**config.mk**
```make
export PLATFORM = sky130hd
export DESIGN_NAME = diff_scan_unit
export DESIGN_NICKNAME = d
export VERILOG_FILES = /design/src/rtl/diff_pkg.sv /design/src/rtl/diff_chunk_scan.sv /design/src/rtl/diff_scan_unit.sv
export SDC_FILE = /design/constraint.sdc
export NUM_CORES = 1
export LEC_CHECK = 0
export BUFFER_PORTS_ARGS = -buffer_cell sky130_fd_sc_hd__buf_2
export CAP_MARGIN = 20
export CELL_PAD_IN_SITES_DETAIL_PLACEMENT = 1
export CELL_PAD_IN_SITES_GLOBAL_PLACEMENT = 2
export CORE_ASPECT_RATIO = 1.25
export CORE_MARGIN = 4
export CORE_UTILIZATION = 30
export CTS_CLUSTER_SIZE = 28
export DETAILED_ROUTE_END_ITERATION = 8
export PLACE_DENSITY_LB_ADDON = 0.1
export SLEW_MARGIN = 0
export SYNTH_ARGS = -nofsm -noshare
export SYNTH_HDL_FRONTEND = slang
export SYNTH_SLANG_ARGS = --single-unit
```
**constraint.sdc**
```tcl
create_clock -name clk -period 4.85 [get_ports clk]
set_input_delay 0.485 -clock clk [delete_from_list [all_inputs] [get_ports clk]]
set_output_delay 0.485 -clock clk [all_outputs]
set_load 0.02 [all_outputs]
```
**src/rtl/diff_pkg.sv**
```systemverilog
// -----------------------------------------------------------------------------
// diff_pkg
// Shared encodings for the multi-cycle bit-difference unit.
//   MODE_*  : operation select presented on the unit's mode port
//   state_t : controller states (idle, chunk scan, result pulse)
// -----------------------------------------------------------------------------
package diff_pkg;

  // Operation select; the unused code 2'd3 is handled as MODE_LOW.
  localparam logic [1:0] MODE_LOW   = 2'd0;
  localparam logic [1:0] MODE_HIGH  = 2'd1;
  localparam logic [1:0] MODE_COUNT = 2'd2;

  typedef enum logic [1:0] {
    S_IDLE = 2'd0,
    S_SCAN = 2'd1,
    S_DONE = 2'd2
  } state_t;

endpackage

```
**src/rtl/diff_chunk_scan.sv**
```systemverilog
// -----------------------------------------------------------------------------
// diff_chunk_scan
// Purely combinational examination of one CHUNK-bit slice of the difference
// word.
//   chunk   in   CHUNK bits  slice under examination
//   any     out  1           slice has at least one set bit
//   low_pos out  LPW bits    position of the lowest set bit (0 if none)
//   pop     out  PW bits     number of set bits in the slice
// -----------------------------------------------------------------------------
module diff_chunk_scan #(
  parameter  int CHUNK = 8,
  localparam int LPW   = (CHUNK > 1) ? $clog2(CHUNK) : 1,
  localparam int PW    = $clog2(CHUNK) + 1
) (
  input  logic [CHUNK-1:0] chunk,
  output logic             any,
  output logic [LPW-1:0]   low_pos,
  output logic [PW-1:0]    pop
);

  always_comb begin
    any     = |chunk;
    low_pos = '0;
    pop     = '0;
    // Walk from the top down so the lowest set bit is the last one written.
    for (int i = CHUNK - 1; i >= 0; i--) begin
      if (chunk[i]) low_pos = LPW'(i);
    end
    for (int i = 0; i < CHUNK; i++) begin
      pop = pop + PW'(chunk[i]);
    end
  end

endmodule

```
**src/rtl/diff_scan_unit.sv**
```systemverilog
// -----------------------------------------------------------------------------
// diff_scan_unit
// Multi-cycle bit-difference unit. On an accepted request it latches
// input1^input2 (bit-reversed for HIGH mode) and scans it CHUNK bits per clock,
// producing the lowest differing index, the highest differing index, or the
// Hamming distance after a fixed NCHUNK scan cycles.
//   clk      in   1      rising-edge clock
//   rst      in   1      synchronous active-high reset
//   start    in   1      request, taken only when ready=1
//   mode     in   2      0=LOW, 1=HIGH, 2=COUNT, 3 behaves as LOW
//   input1   in   WIDTH  operand A (sampled on the accepting edge only)
//   input2   in   WIDTH  operand B (sampled on the accepting edge only)
//   ready    out  1      idle, able to accept
//   done     out  1      one-cycle pulse, result valid
//   found    out  1      operands differed in at least one bit
//   output1  out  RW     index or count; WIDTH means "no differing bit"
// WIDTH must be a multiple of CHUNK and CHUNK a power of two.
// -----------------------------------------------------------------------------
module diff_scan_unit
  import diff_pkg::*;
#(
  parameter  int WIDTH  = 32,
  parameter  int CHUNK  = 8,
  localparam int NCHUNK = WIDTH / CHUNK,
  localparam int RW     = $clog2(WIDTH) + 1
) (
  input  logic             clk,
  input  logic             rst,
  input  logic             start,
  input  logic [1:0]       mode,
  input  logic [WIDTH-1:0] input1,
  input  logic [WIDTH-1:0] input2,
  output logic             ready,
  output logic             done,
  output logic             found,
  output logic [RW-1:0]    output1
);

  localparam int KW  = (NCHUNK > 1) ? $clog2(NCHUNK) : 1;
  localparam int LPW = (CHUNK > 1) ? $clog2(CHUNK) : 1;
  localparam int PW  = $clog2(CHUNK) + 1;

  // Controller / operand state
  state_t             r_state;
  logic [1:0]         r_mode;
  logic [WIDTH-1:0]   r_d;
  logic [KW-1:0]      r_k;
  logic [RW-1:0]      r_acc;
  logic [RW-1:0]      r_idx;
  logic               r_hit;
  logic               r_ready;
  logic               r_done;
  logic               r_found;
  logic [RW-1:0]      r_out;

  // Combinational helpers
  logic [WIDTH-1:0]   w_diff;
  logic [WIDTH-1:0]   w_diff_rev;
  logic [CHUNK-1:0]   w_chunk;
  logic               w_any;
  logic [LPW-1:0]     w_low_pos;
  logic [PW-1:0]      w_pop;
  logic               w_hit_next;
  logic [RW-1:0]      w_idx_next;
  logic [RW-1:0]      w_acc_next;
  logic               w_last;
  logic [RW-1:0]      w_result;
  logic               w_found_res;

  assign w_diff = input1 ^ input2;

  // HIGH mode reuses the lowest-bit search on the mirrored word; the index is
  // mapped back with WIDTH-1-idx when the result is formed.
  always_comb begin
    w_diff_rev = '0;
    for (int i = 0; i < WIDTH; i++) begin
      w_diff_rev[i] = w_diff[WIDTH-1-i];
    end
  end

  assign w_chunk = r_d[r_k*CHUNK +: CHUNK];

  diff_chunk_scan #(
    .CHUNK (CHUNK)
  ) u_chunk_scan (
    .chunk   (w_chunk),
    .any     (w_any),
    .low_pos (w_low_pos),
    .pop     (w_pop)
  );

  // Next accumulator values including the chunk processed on this edge, so the
  // final result can be registered on the very edge that scans the last chunk.
  always_comb begin
    w_hit_next = r_hit | w_any;
    w_idx_next = r_idx;
    if (!r_hit) begin
      w_idx_next = RW'(r_k) * RW'(CHUNK) + RW'(w_low_pos);
    end
    w_acc_next = r_acc + RW'(w_pop);
    w_last     = (r_k == KW'(NCHUNK - 1));

    case (r_mode)
      MODE_COUNT: begin
        w_result    = w_acc_next;
        w_found_res = (w_acc_next != '0);
      end
      MODE_HIGH: begin
        w_result    = w_hit_next ? (RW'(WIDTH - 1) - w_idx_next) : RW'(WIDTH);
        w_found_res = w_hit_next;
      end
      default: begin
        w_result    = w_hit_next ? w_idx_next : RW'(WIDTH);
        w_found_res = w_hit_next;
      end
    endcase
  end

  always_ff @(posedge clk) begin
    if (rst) begin
      r_state <= S_IDLE;
      r_ready <= 1'b1;
      r_done  <= 1'b0;
      r_found <= 1'b0;
      r_out   <= '0;
      r_k     <= '0;
      r_hit   <= 1'b0;
    end else begin
      case (r_state)
        // Accept: capture the difference word and clear the scan state
        S_IDLE: begin
          r_done <= 1'b0;
          if (start) begin
            r_d     <= (mode == MODE_HIGH) ? w_diff_rev : w_diff;
            r_mode  <= mode;
            r_acc   <= '0;
            r_idx   <= '0;
            r_hit   <= 1'b0;
            r_k     <= '0;
            r_ready <= 1'b0;
            r_state <= S_SCAN;
          end
        end
        // Scan: one chunk per edge, fixed count, no early exit
        S_SCAN: begin
          r_acc <= w_acc_next;
          r_idx <= w_idx_next;
          r_hit <= w_hit_next;
          if (w_last) begin
            r_k     <= '0;
            r_out   <= w_result;
            r_found <= w_found_res;
            r_done  <= 1'b1;
            r_state <= S_DONE;
          end else begin
            r_k <= r_k + KW'(1);
          end
        end
        // Result pulse, then back to idle unconditionally
        S_DONE: begin
          r_done  <= 1'b0;
          r_ready <= 1'b1;
          r_state <= S_IDLE;
        end
        default: begin
          r_done  <= 1'b0;
          r_ready <= 1'b1;
          r_state <= S_IDLE;
        end
      endcase
    end
  end

  assign ready   = r_ready;
  assign done    = r_done;
  assign found   = r_found;
  assign output1 = r_out;

endmodule

```
# == Word level (Yosys, flattened, before mapping) ==
# Cells that the tools add are included.
# word_totals
register_bits,60
output_inout_bits,9
word_cells,71
inputBits,69
# classes
add_sub_neg,11
shifts,1
bitwise_logic,4
eq_ne,7
muxes,26
reduce_logical,11
# ops
operator,n
$pmux 6 s2,3
$mux 32,1
$shiftx 32x6->8,1
$xor 32x32->32,1
$add 4x1->4,6
$mux 3,8
$mux 6,4
$mux 2,4
$pmux 2 s2,2
$reduce_and 2->1,4
$reduce_or 8->1,1
$add 5x3->6,1
$add 6x4->6,1
$eq 2x1->1 const B,3
$reduce_and 3->1,2
$reduce_bool 6->1,1
$sub 5x6->6 const A,1
$eq 2x2->1 const B,2
$ne 2x2->1 const B,2
$pmux 1 s2,2
$add 1x1->2,1
$add 2x1->2 const B,1
$logic_not 2->1,1
$mux 1,2
other kinds (4),5

# == Logic depth before layout (Yosys ltp) ==
# logic_depth
ltp_word,14
depth_mapped,19
mapped_depth_nobuf,18

# == Cells and area by module ==
# A second synthesis with hierarchy kept.
# hier_totals
hier_cells,299
area_unflattened_um2,3535.9
# by_module_without_submodules
module,cells_per_inst,instances,seq_area_each_um2,area_each_um2
diff_scan_unit,264,1,1661.6,3261.9
diff_chunk_scan,35,1,0.0,274.0

# == Worst setup path after synthesis ==
# Ideal clock, no wire load.
# synth_timing
path_type,reg-to-reg
start,register r_k[0]
end,"register r_acc[5], data pin"
t_arrival_ns,4.577
path_slack_ns,0.018
stages_incl_launch_ff,19
path_buffers,1
t_required_ns,4.595
cell_sequence,dfxtp_1 -> buf_6 -> mux4_1 -> inv_1 -> ha_1 -> fa_1 -> inv_1 -> fa_1 -> inv_1 -> fa_1 -> inv_1 -> fa_1 -> inv_1 -> ha_1 -> a21o_1 -> a21oi_1 -> o21ai_0 -> xor2_1 -> and2_1
# synth_via
elab_chain_len,10
# synth_rtl
item,line_no,text
from (decl),diff_scan_unit.sv:47,logic [KW-1:0] r_k;
from (signal assigned),diff_scan_unit.sv:156,r_k <= r_k + KW'(1);
$shiftx 32x6->8 (*),diff_scan_unit.sv:81,assign w_chunk = r_d[r_k*CHUNK +: CHUNK];
$add 1x1->2,diff_chunk_scan.sv:30,pop = pop + PW'(chunk[i]);
$add 4x1->4 (5 in series),diff_chunk_scan.sv:30,
$add 4x1->4 (*),diff_chunk_scan.sv:30,
$add 6x4->6 (*),diff_scan_unit.sv:100,w_acc_next = r_acc + RW'(w_pop);
$pmux 6 s2 (*),diff_scan_unit.sv:129,case (r_state)
to (signal assigned),diff_scan_unit.sv:146,r_acc <= w_acc_next;
to (decl),diff_scan_unit.sv:48,logic [RW-1:0] r_acc;
# Every way passes the cells marked *; elsewhere a longest branch is shown, timed or not.
# A chain may end at the register's enable or synchronous reset.

# == Worst setup path after layout ==
# layout_timing
start,register r_k[0]
end,"register r_found, in the netlist found"
# layout_via
elab_chain_len,11
elab_cells_between_ends,15
# layout_rtl
item,line_no,text
$shiftx 32x6->8,diff_scan_unit.sv:81,
$add 1x1->2,diff_chunk_scan.sv:30,
$add 4x1->4 (6 in series),diff_chunk_scan.sv:30,
$add 6x4->6,diff_scan_unit.sv:100,
$reduce_bool 6->1,diff_scan_unit.sv:106,w_found_res = (w_acc_next != '0);
$mux 1,diff_scan_unit.sv:103,case (r_mode)
to (signal assigned),diff_scan_unit.sv:152,r_found <= w_found_res;
to (decl),diff_scan_unit.sv:53,logic r_found;
# Parallel ways exist; a longest one is shown, timed or not.

==> impl_metrics.xml <==
<?xml version="1.0" encoding="UTF-8"?>
<metrics>
  <group name="outcome">
    <metric name="run_status" unit="">finished, final reports clean</metric>
  </group>
  <group name="routing">
    <metric name="wl" unit="um">7830</metric>
    <metric name="detailroute.via_count" unit="">2415</metric>
    <metric name="first_iter_violations" unit="">62</metric>
    <metric name="drc_errors" unit="">0</metric>
    <metric name="via_per_inst" unit="">4.71</metric>
    <metric name="drtPass1Iterations" unit="">4</metric>
    <metric name="detail-route-antenna-nets" unit="">0</metric>
    <metric name="routedWlPerCell" unit="um">15.3</metric>
  </group>
  <group name="finish">
    <metric name="finish.net_count" unit="">458</metric>
    <metric name="diodes" unit="">0</metric>
    <metric name="drive_above_1_share" unit="%">37.6</metric>
    <metric name="layout.core_utilization" unit="%">39.6</metric>
    <metric name="design_area" unit="mm2">0.00445</metric>
    <metric name="syn_to_final_growth" unit="%">27.6</metric>
  </group>
  <group name="timing">
    <metric name="setup_violations" unit="">0</metric>
    <metric name="timing.max_slew.rel_slack" unit="%">33.8</metric>
    <metric name="report.final.hold_viol_count" unit="">0</metric>
    <metric name="timing.final.ws_setup" unit="ns">0.227</metric>
    <metric name="measured_slew_at_the_worst_slew_check_pin" unit="ns">0.993</metric>
    <metric name="fmax" unit="GHz">0.216</metric>
    <metric name="skew" unit="ns">0.00569</metric>
    <metric name="holdWs" unit="ns">0.345</metric>
    <metric name="fin_crit_sh" unit="%">95.3</metric>
    <metric name="final_period_minus_worst_setup_slack" unit="ns">4.62</metric>
    <metric name="timing.final.max_slew_violations" unit="">0</metric>
  </group>
  <group name="floorplanning">
    <metric name="die-area" unit="mm2">0.0134</metric>
    <metric name="design.core.area" unit="mm2">0.0112</metric>
    <metric name="floorplan.initialDensity" unit="%">31.0</metric>
    <metric name="dieHeight" unit="um">129</metric>
    <metric name="die_w" unit="um">104</metric>
    <metric name="placementRows" unit="">43</metric>
    <metric name="boundary_pin_count" unit="">78</metric>
  </group>
  <group name="grt">
    <metric name="grt_start_max_net_pins" unit="">34</metric>
    <metric name="antenna_found_initial" unit="">0</metric>
    <metric name="vias_in_the_first_global_route" unit="">2689</metric>
    <metric name="total_global_routing_track_utilization" unit="%">12.6</metric>
    <metric name="overflow" unit="">0</metric>
    <metric name="grt_pass1_wl" unit="um">13000</metric>
  </group>
  <group name="pwr">
    <metric name="p_leak" unit="nW">1.91</metric>
    <metric name="post_layout_total_power" unit="mW">1.86</metric>
    <metric name="power_density" unit="mW/mm2">418</metric>
    <metric name="largest_vdd_supply_drop" unit="mV">0.189</metric>
  </group>
  <group name="yosys">
    <metric name="synthFlopType" unit="">sky130_fd_sc_hd__edfxtp_1</metric>
    <metric name="ys_async_sr_fraction" unit="%">0</metric>
    <metric name="synth-seq-cells" unit="">60</metric>
    <metric name="synthesized_nets" unit="">365</metric>
    <metric name="netlist_top_cells_area" unit="">sky130_fd_sc_hd__edfxtp_1, sky130_fd_sc_hd__mux2i_1, sky130_fd_sc_hd__xnor2_1</metric>
    <metric name="synth.lib_cells_used.distinct" unit="">45</metric>
    <metric name="synth-edff-count" unit="">46</metric>
    <metric name="syn_area" unit="mm2">0.00349</metric>
    <metric name="yosys.area.top_type_share" unit="%">39.6</metric>
    <metric name="yosys_warnings" unit="">0</metric>
    <metric name="synth_cells" unit="">280</metric>
    <metric name="synthesized_area_per_cell" unit="um2">12.5</metric>
    <metric name="synth.largest_area_cell" unit="">sky130_fd_sc_hd__edfxtp_1</metric>
    <metric name="synth-seq-area-share" unit="%">47.6</metric>
    <metric name="cell_types_with_the_highest_counts_after_synthesis" unit="">sky130_fd_sc_hd__edfxtp_1, sky130_fd_sc_hd__mux2i_1, sky130_fd_sc_hd__xnor2_1</metric>
    <metric name="library_cell_with_the_highest_instance_count_after_synthesis" unit="">sky130_fd_sc_hd__edfxtp_1</metric>
  </group>
  <group name="flow_run">
    <metric name="cap_viol_max_count" unit="">0</metric>
  </group>
  <group name="worst_hold_path">
    <metric name="holdCritPathClass" unit="">in2reg</metric>
    <metric name="min-delay-start" unit="">mode[1]</metric>
  </group>
  <group name="clock_network">
    <metric name="clkLatencyLatePin" unit="ns">0.33</metric>
    <metric name="cts_buffers" unit="">9</metric>
    <metric name="post_cts_hold_buffer_count" unit="">0</metric>
    <metric name="cts_max_path_buffers" unit="">2</metric>
    <metric name="clk_transition_reported_paths" unit="ns">0.05</metric>
    <metric name="clock_tree_from_tritoncts" unit="">done</metric>
    <metric name="clock_sink_count" unit="">60</metric>
    <metric name="ctsRootBufferMaster" unit="">sky130_fd_sc_hd__clkbuf_16</metric>
    <metric name="number_of_levels_in_the_clock_h_tree" unit="">3</metric>
  </group>
  <group name="critical_path">
    <metric name="element_type_at_the_critical_path_end" unit="">flop</metric>
    <metric name="critical_path.startpoint_type" unit="">flop</metric>
    <metric name="reg2reg_from" unit="">r_k[0]</metric>
    <metric name="critical-path-top-delay-family" unit="">adder cells</metric>
    <metric name="critical_path_required" unit="ns">5.05</metric>
    <metric name="crit_path_max_fanout" unit="">4</metric>
    <metric name="worst-path-buf-inv" unit="">5</metric>
    <metric name="slowest_delay" unit="ns">0.55</metric>
    <metric name="worst_ep_arrival_time" unit="ns">4.83</metric>
    <metric name="critical_path.cell_chain" unit="">mux4_2, inv_2, ha_4, fa_1, inv_1, fa_1, inv_2, fa_2, inv_1, fa_1, inv_2, ha_1, a21o_1, a21oi_4, xor2_2, nand4_1, o22ai_1, o31ai_1</metric>
    <metric name="timing.setup.critical_path_class" unit="">reg2reg</metric>
    <metric name="cpMaxStageDelayCell" unit="">sky130_fd_sc_hd__fa_1</metric>
    <metric name="critical_path.startpoint" unit="">r_k[0]</metric>
  </group>
  <group name="place">
    <metric name="place.gp.congestion" unit="">0.744</metric>
    <metric name="place_ws" unit="ns">-0.223</metric>
    <metric name="dp_hpwl" unit="um">6230</metric>
    <metric name="cell_area_after_placement" unit="mm2">0.00408</metric>
    <metric name="placement.io_buffers" unit="">77</metric>
  </group>
</metrics>
[flip-flops by register name, indices dropped and copies added (netlist names)]
register  count
r_idx         6
ready         1
r_acc         6
r_state       2
r_mode        2
r_hit         1
done          1
r_d          32
r_k           2
found         1
output1       6
[per-stage QoR]
stage,setup TNS [ns],cells
after detailed placement,-0.851,493
after global routing,-0.0187,513
after CTS,0,509
final,0,513
after floorplan,0,280
after global placement,-0.215,493
[placed cells by master, fill, tap and decap left out, drive strengths merged, types with 2 or more instances in the layout]
master	instances
a22oi	3
a21oi	10
clkinvlp	2
nor2	24
xor2	4
or2	2
nand2b	4
fa	5
nor3	8
nand4	2
o21ai	4
nor2b	4
inv	13
and2	6
edfxtp	46
nand2	8
xnor2	33
clkbuf	9
o31ai	3
o211ai	2
ha	11
o21bai	2
mux2i	36
mux4	8
mux2	3
nand3	2
a211oi	2
buf	94
a21o	2
dfxtp	14
clkinv	4
[layout make-up]
cell class,instances,area [um2]
Clock buffer,9,225
Inverter,13,48.8
Sequential cell,60,1670
Clock inverter,7,67.6
Tap cell,135,169
Fill cell,1224,6790
Timing Repair Buffer,94,513
Multi-Input combinational cell,195,1760
[worst paths after layout]
| check | slack (ns) | cells after the start | end |
|---|---|---|---|
| setup / recovery | 0.23 | 18 | found |
| hold / removal | 0.34 | 1 | r_mode[1] |
| setup reg to reg | 0.23 | 18 | found |
| hold reg to reg | 0.47 | 2 | ready |
[power breakdown]
| group | internal (mW) | total [mW] | switching (mW) |
|---|---|---|---|
| combinational | 0.294 | 0.612 | 0.319 |
| clock | 0.394 | 0.624 | 0.230 |
| sequential | 0.606 | 0.623 | 0.0174 |
| total | 1.29 | 1.86 | 0.566 |
[routing by layer]
metal | share of wire [%] | up-vias | wire length [um] | track usage (%)
met3 | 3.9 | 14 | 304 | 2.26
met1 | 41 | 1143 | 3220 | 14.2
met2 | 52 | 61 | 4070 | 22.1
met5 | 0 | - | 0 | 0
met4 | 3.0 | 0 | 233 | 7.82
li1 | - | 1197 | - | -
[cell families after synthesis]
logic type / share of synthesized area (%)
AO/OA/AOI/OAI: 5.81
XOR/XNOR: 9.29
adder cells (fa/ha/maj): 6.81
buffers and inverters: 3.37
flip-flops: 47.6
multiplexers: 16.9
AND/OR/NAND/NOR: 10.2
[what timing repair did]
action / in CTS / in global routing
setup endpoints to repair: 6 / 7
pin swaps: 1 / 9
buffers inserted: 0 / 4
resized for setup: 7 / 10
Power figures use the tool's default switching activity.
